**src/rtl/math_adder_pkg.sv**
```systemverilog
// Shared helpers for the pipelined N-bit adder: chunk width and flat stage-payload width.
// Payload width grows by one bit when MATH_ADDER_PIPE_OVERFLOW_EN is defined (signed overflow flag).
package math_adder_pkg;

  localparam int DEF_N      = 32;
  localparam int DEF_STAGES = 4;

  function automatic int chunk_w(input int n, input int stages);
    return (stages > 0) ? n / stages : 0;
  endfunction

  // valid + carry (+ ovf) + sum + a + b
  function automatic int pay_w(input int n);
`ifdef MATH_ADDER_PIPE_OVERFLOW_EN
    return 3 * n + 3;
`else
    return 3 * n + 2;
`endif
  endfunction

endpackage

```
**src/rtl/math_adder_full_adder.sv**
```systemverilog
// Single-bit full adder cell used to build each stage's carry chain.
module math_adder_full_adder (
  input  logic a_i,
  input  logic b_i,
  input  logic c_i,
  output logic s_o,
  output logic c_o
);

  assign s_o = a_i ^ b_i ^ c_i;
  assign c_o = (a_i & b_i) | (c_i & (a_i ^ b_i));

endmodule

```
**src/rtl/math_adder_pipe_stage.sv**
```systemverilog
// One pipeline stage: resolves chunk K of the sum and registers the full payload, holding on stall.
// With MATH_ADDER_PIPE_OVERFLOW_EN defined the stage also registers its chunk's signed-overflow flag.
module math_adder_pipe_stage
  import math_adder_pkg::*;
#(
  parameter int N = DEF_N,
  parameter int W = chunk_w(DEF_N, DEF_STAGES),
  parameter int K = 0
) (
  input  logic                  i_clk,
  input  logic                  i_rst,
  input  logic                  adv_i,
  input  logic [pay_w(N)-1:0]   pay_i,
  output logic [pay_w(N)-1:0]   pay_o
);

  typedef struct packed {
    logic         valid;
    logic         carry;
`ifdef MATH_ADDER_PIPE_OVERFLOW_EN
    logic         ovf;
`endif
    logic [N-1:0] sum;
    logic [N-1:0] a;
    logic [N-1:0] b;
  } pay_t;

  localparam int LO = K * W;

  pay_t         in_s;
  pay_t         res_s;
  pay_t         pay_d;
  pay_t         pay_q;
  logic [W:0]   c;
  logic [W-1:0] s;

  assign in_s = pay_i;
  assign c[0] = in_s.carry;

  for (genvar i = 0; i < W; i++) begin : g_fa
    math_adder_full_adder u_fa (
      .a_i (in_s.a[LO+i]),
      .b_i (in_s.b[LO+i]),
      .c_i (c[i]),
      .s_o (s[i]),
      .c_o (c[i+1])
    );
  end

  // Low chunks already resolved and high operand chunks ride along untouched.
  always_comb begin
    res_s                = in_s;
    res_s.sum[LO +: W]   = s;
    res_s.carry          = c[W];
`ifdef MATH_ADDER_PIPE_OVERFLOW_EN
    res_s.ovf            = c[W] ^ c[W-1];
`endif
  end

  // NOTE: default-assign every always_comb output first so no path leaves it unassigned (no latch).
  always_comb begin
    pay_d = pay_q;
    if (adv_i) begin
      pay_d.valid = in_s.valid;
      // Bubbles advance only the valid bit; data keeps its last value.
      if (in_s.valid) begin
        pay_d = res_s;
      end
    end
  end

  // NOTE: sequential state uses non-blocking assignments; the whole payload is cleared so the
  // registered outputs of the last stage come out of reset at zero.
  always_ff @(posedge i_clk) begin
    if (i_rst) begin
      pay_q <= '0;
    end else begin
      pay_q <= pay_d;
    end
  end

  assign pay_o = pay_q;

endmodule

```
**src/rtl/math_adder_pipelined_nbit.sv**
```systemverilog
// Pipelined N-bit ripple-carry adder: STAGES chunks, one per cycle, valid/ready with global stall.
// Define MATH_ADDER_PIPE_OVERFLOW_EN to add the o_ovf signed-overflow output.
module math_adder_pipelined_nbit
  import math_adder_pkg::*;
#(
  parameter int N      = DEF_N,
  parameter int STAGES = DEF_STAGES
) (
  input  logic         i_clk,
  input  logic         i_rst,
  input  logic         i_valid,
  output logic         o_ready,
  input  logic [N-1:0] i_a,
  input  logic [N-1:0] i_b,
  input  logic         i_c,
  output logic         o_valid,
  input  logic         i_ready,
  output logic [N-1:0] o_sum,
`ifdef MATH_ADDER_PIPE_OVERFLOW_EN
  output logic         o_ovf,
`endif
  output logic         o_carry
);

  localparam int W  = chunk_w(N, STAGES);
  localparam int PW = pay_w(N);

  if (STAGES < 1) begin : g_bad_stages
    $error("math_adder_pipelined_nbit: STAGES must be at least 1");
  end else if (N % STAGES != 0) begin : g_bad_split
    $error("math_adder_pipelined_nbit: N must be a multiple of STAGES");
  end

  typedef struct packed {
    logic         valid;
    logic         carry;
`ifdef MATH_ADDER_PIPE_OVERFLOW_EN
    logic         ovf;
`endif
    logic [N-1:0] sum;
    logic [N-1:0] a;
    logic [N-1:0] b;
  } pay_t;

  logic [PW-1:0] pipe_w [STAGES+1];
  pay_t          head_s;
  pay_t          tail_s;
  logic          adv;
  logic          unused_ok;

  always_comb begin
    head_s       = '0;
    head_s.valid = i_valid;
    head_s.carry = i_c;
    head_s.a     = i_a;
    head_s.b     = i_b;
  end

  assign pipe_w[0] = head_s;
  assign tail_s    = pipe_w[STAGES];

  // Whole pipe moves together: it advances whenever the output slot is empty or being drained.
  assign adv     = !tail_s.valid || i_ready;
  assign o_ready = adv;

  for (genvar k = 0; k < STAGES; k++) begin : g_stage
    math_adder_pipe_stage #(
      .N (N),
      .W (W),
      .K (k)
    ) u_stage (
      .i_clk (i_clk),
      .i_rst (i_rst),
      .adv_i (adv),
      .pay_i (pipe_w[k]),
      .pay_o (pipe_w[k+1])
    );
  end

  assign o_valid = tail_s.valid;
  assign o_sum   = tail_s.sum;
  assign o_carry = tail_s.carry;
`ifdef MATH_ADDER_PIPE_OVERFLOW_EN
  assign o_ovf   = tail_s.ovf;
`endif

  // Operand copies in the last stage have no consumer.
  assign unused_ok = ^{tail_s.a, tail_s.b};

endmodule

```
**config.mk**
```make
export PLATFORM = sky130hd
export DESIGN_NAME = math_adder_pipelined_nbit
export DESIGN_NICKNAME = d
export VERILOG_FILES = /design/src/rtl/math_adder_pkg.sv /design/src/rtl/math_adder_full_adder.sv /design/src/rtl/math_adder_pipe_stage.sv /design/src/rtl/math_adder_pipelined_nbit.sv
export SDC_FILE = /design/constraint.sdc
export NUM_CORES = 1
export LEC_CHECK = 0
export CAP_MARGIN = 5
export CORE_MARGIN = 3
export CORE_UTILIZATION = 55
export DETAILED_ROUTE_END_ITERATION = 7
export GPL_TIMING_DRIVEN = 0
export HOLD_SLACK_MARGIN = 0.1
export PLACE_DENSITY = 0.75
export SYNTH_ARGS = -nofsm -noshare
export SYNTH_HDL_FRONTEND = slang
export SYNTH_HIERARCHICAL = 1
export SYNTH_SLANG_ARGS = --single-unit
```
**constraint.sdc**
```tcl
create_clock -name i_clk -period 4.85 [get_ports i_clk]
set_input_delay 0.97 -clock i_clk [delete_from_list [all_inputs] [get_ports i_clk]]
set_output_delay 0.97 -clock i_clk [all_outputs]
set_load 0.05 [all_outputs]
```
Word level (Yosys, flattened, before mapping)
Cells that the tools add are included.
{ "word_totals": {"ff_bits": 344, "inputBits": 69, "output_inout_bits": 35, "elab_cells": 190} }
{ "op_classes": {"mux": 4, "bitwise_logic": 160, "n_reduce_logical": 6} }
{ "ops": {"columns": ["op", "count"], "rows": [
  ["98-bit 2-to-1 mux", 4],
  ["1-bit AND", 64],
  ["1-bit XOR", 64],
  ["1-bit bitwise OR", 32],
  ["2-bit AND reduction", 4],
  ["1-bit zero test", 1],
  ["1-bit logical OR", 1]
]} }

Depth between registers and ports, before layout
{ "logic_depth": {"word_depth": 18, "mapped_depth": 10} }

Hierarchy
The synthesis kept the hierarchy.
{ "by_module_without_submodules": {"columns": ["mod", "instances", "cells_each", "area_per_inst_um2", "seq_area_each_um2"], "rows": [
  ["math_adder_pipe_stage", 4, 446, 4466.8, 1961.9],
  ["math_adder_full_adder", 32, 1, 20.0, 0.0],
  ["math_adder_pipelined_nbit", 1, 2, 10.0, 0.0]
]} }

Worst setup path after synthesis
No wires, ideal clock.
{ "synth_timing": {"path_type": "in2reg", "start": "input i_a[0]", "end": "register g_stage[0].u_stage.pay_q, in the netlist g_stage[0].u_stage/pay_o[71]", "arrival_ps": 4334, "setup_slack_ps": 450, "cell_stages": 10, "path_cell_list": "fa_1 -> fa_1 -> fa_1 -> fa_1 -> fa_1 -> fa_1 -> fa_1 -> fa_1 -> nand3_1 -> a21oi_2"} }
{ "synth_lines": {"columns": ["item", "line_no", "rtl"], "rows": [
  ["start, declared", "math_adder_pipelined_nbit.sv:13", "input logic [N-1:0] i_a,"],
  ["end signal, assigned", "math_adder_pipe_stage.sv:78", "pay_q <= pay_d;"],
  ["end, declared", "math_adder_pipe_stage.sv:33", "pay_t pay_q;"]
]} }

==> results.yml <==
timing:
  worstMarginPinSlew_ns: 0.729
  setup_viol: 0
  fin_skew_ns: 0.0117
  fin_ws_ns: 0.384
  finalHoldWorstSlack_ns: 0.472
  period_share: 0.921
  rsz0062_at_grt: "no"
  fmax_mhz: 224
  max_slew_margin: 0.514
  hold_viol: 0
  slew_viol_final: 0
  min_period_ns: 4.47
routing:
  drtIter0Drc: 300
  routed_wl_mm: 20.8
  drc: 0
  wl_per_cell_um: 16.3
  vias_per_cell: 5.31
  vias: 6794
  final_antenna_net_count: 0
  drtPass1Iterations: 7
floorplan:
  start_util: 0.566
  dieArea_sq_um: 18900
  fp.dieW_um: 137
  core_area_sq_um: 16800
  fp.dieH_um: 137
  io_pins: 104
  core.rowCount: 47
placement:
  dp_hpwl_mm: 15.7
  gp_congestion: 0.838
  pre_cts_ws_ns: -0.105
  place_area_sq_um: 10800
  placement.io_buffers: 101
clocking:
  cts_sinks: 184
  clk_pin_slew_ns: 0.07
  htreeDepth: 4
  clk_path_buf_depth: 2
  ctsResizeCount: 0
  postCtsHoldBufs: 0
  clkLatencyLatePin_ns: 0.43
  cts_tree: "built"
  cts_buffers: 17
  cts_setup_buffers: 0
  cts-root-buf: "clkbuf_16"
cells_and_area:
  multi_input_area_sq_um: 4770
  fin_nets: 1149
  drive_gt1_frac: 0.274
  fillers: 1430
  regArea_sq_um: 3680
  antennaDiodeCount: 0
  area_growth_pct: 19.6
  largest_reg_flops: 184
  final_area_sq_um: 11300
synthesis:
  synth_nets: 1029
  avgSynthCellArea_sq_um: 10.2
  yosysWarnings: 6
  synthesis.instances: 928
  synth_area_sq_um: 9490
grt:
  grt_max_degree: 17
  grt.overflow.total: 0
  grt_pass1_vias: 6759
  antenna_found_initial: 0
  grt_pass1_wl_mm: 34.5
  track_usage: 0.233
worst_setup_path:
  crit_path_top_delay_cell: "fa_1"
  crit_path_max_incr_delay_ns: 0.49
  worst_setup_path_start_kind: "input port"
  critical_path_class: "input port to flop"
  path_cells: "clkdlybuf4s50_1, fa_1, fa_1, fa_1, fa_1, fa_1, fa_1, fa_1, fa_1, nand3_1, a21oi_2"
  cpMostUsedCell: "fa_1"
  r2r_cells: 10
  cp.arrival_ns: 4.83
  crit_path_end_kind: "flop"
  crit_required_ns: 5.21
  crit_fanout: 1
power_and_ir_drop:
  power_density_nw_per_um2: 288
  ir_worst_vdd_uv: 242
  p_leak_uw: 0.00418
worst_hold_path:
  hp-class: "flop to flop"
  whs_path_depth: 2
run:
  drv_cap: 0
run_status:
  status: "completed"
==> per-stage QoR <==
step | TNS (ns) | cells | utilization | power (uW)
5_1_grt | 0 | 1279 | 0.677 | 3390
3_3_place_gp | -0.0823 | 1249 | 0.643 | 1930
6_report | 0 | 1279 | 0.677 | 3270
4_1_cts | 0 | 1279 | 0.677 | 3290
3_5_place_dp | -0.129 | 1249 | 0.643 | 1940
2_1_floorplan | 0 | 928 | - | 1820
==> cell type report <==
| class | count | share of cell area |
|---|---|---|
| Buffer | 163 | 0.0905 |
| Sequential cell | 184 | 0.325 |
| Tap cell | 220 | 0.0243 |
| Clock buffer | 19 | 0.0399 |
| Clock inverter | 11 | 0.0108 |
| Multi-Input combinational cell | 581 | 0.421 |
| Timing Repair Buffer | 101 | 0.0891 |
==> report_power, final <==
group / internal, uW / switching [uW] / total [uW]
Sequential: 1560 / 30.9 / 1590
Combinational: 162 / 160 / 322
Clock: 782 / 576 / 1360
Total: 2500 / 767 / 3270
==> layout by cell type (no fill, tap or decap), drive strengths merged, types with 2 or more instances in the layout <==
cell	instances
dfxtp	184
nand3	180
a21bo	180
a21oi	180
buf	126
clkdlybuf4s50	101
clkbuf	56
fa	32
clkinv	6
mux2i	4
nor2	4
inv	2
bufinv	2
==> critical path, delay by kind of cell <==
kind                       cells  cell delay [ns]
AOI/OAI and AO/OA              1             0.11
buffers and inverters          1             0.43
adders and majority gates      8             3.22
and+or+nand+nor                1             0.09
==> layer usage <==
layer  vias to the layer above  wire length (um)  track usage  part of all wire
met5                         -                 0            0                 0
met4                         0               213       0.0571             0.010
met3                        15               709       0.0413             0.034
li1                       3456                 -            -                 -
met2                       148              9920        0.381              0.48
met1                      3175              9990        0.321              0.48
==> path summary, 6_finish.rpt <==
kind,startpoint,endpoint,slack (ns)
min,g_stage[1].u_stage/pay_o[63],g_stage[2].u_stage/pay_o[63],0.47
max reg2reg,g_stage[1].u_stage/pay_o[48],g_stage[2].u_stage/pay_o[87],0.83
min reg2reg,g_stage[1].u_stage/pay_o[63],g_stage[2].u_stage/pay_o[63],0.47
max,i_a[0],g_stage[0].u_stage/pay_o[71],0.38
Power figures use the tool's default switching activity.
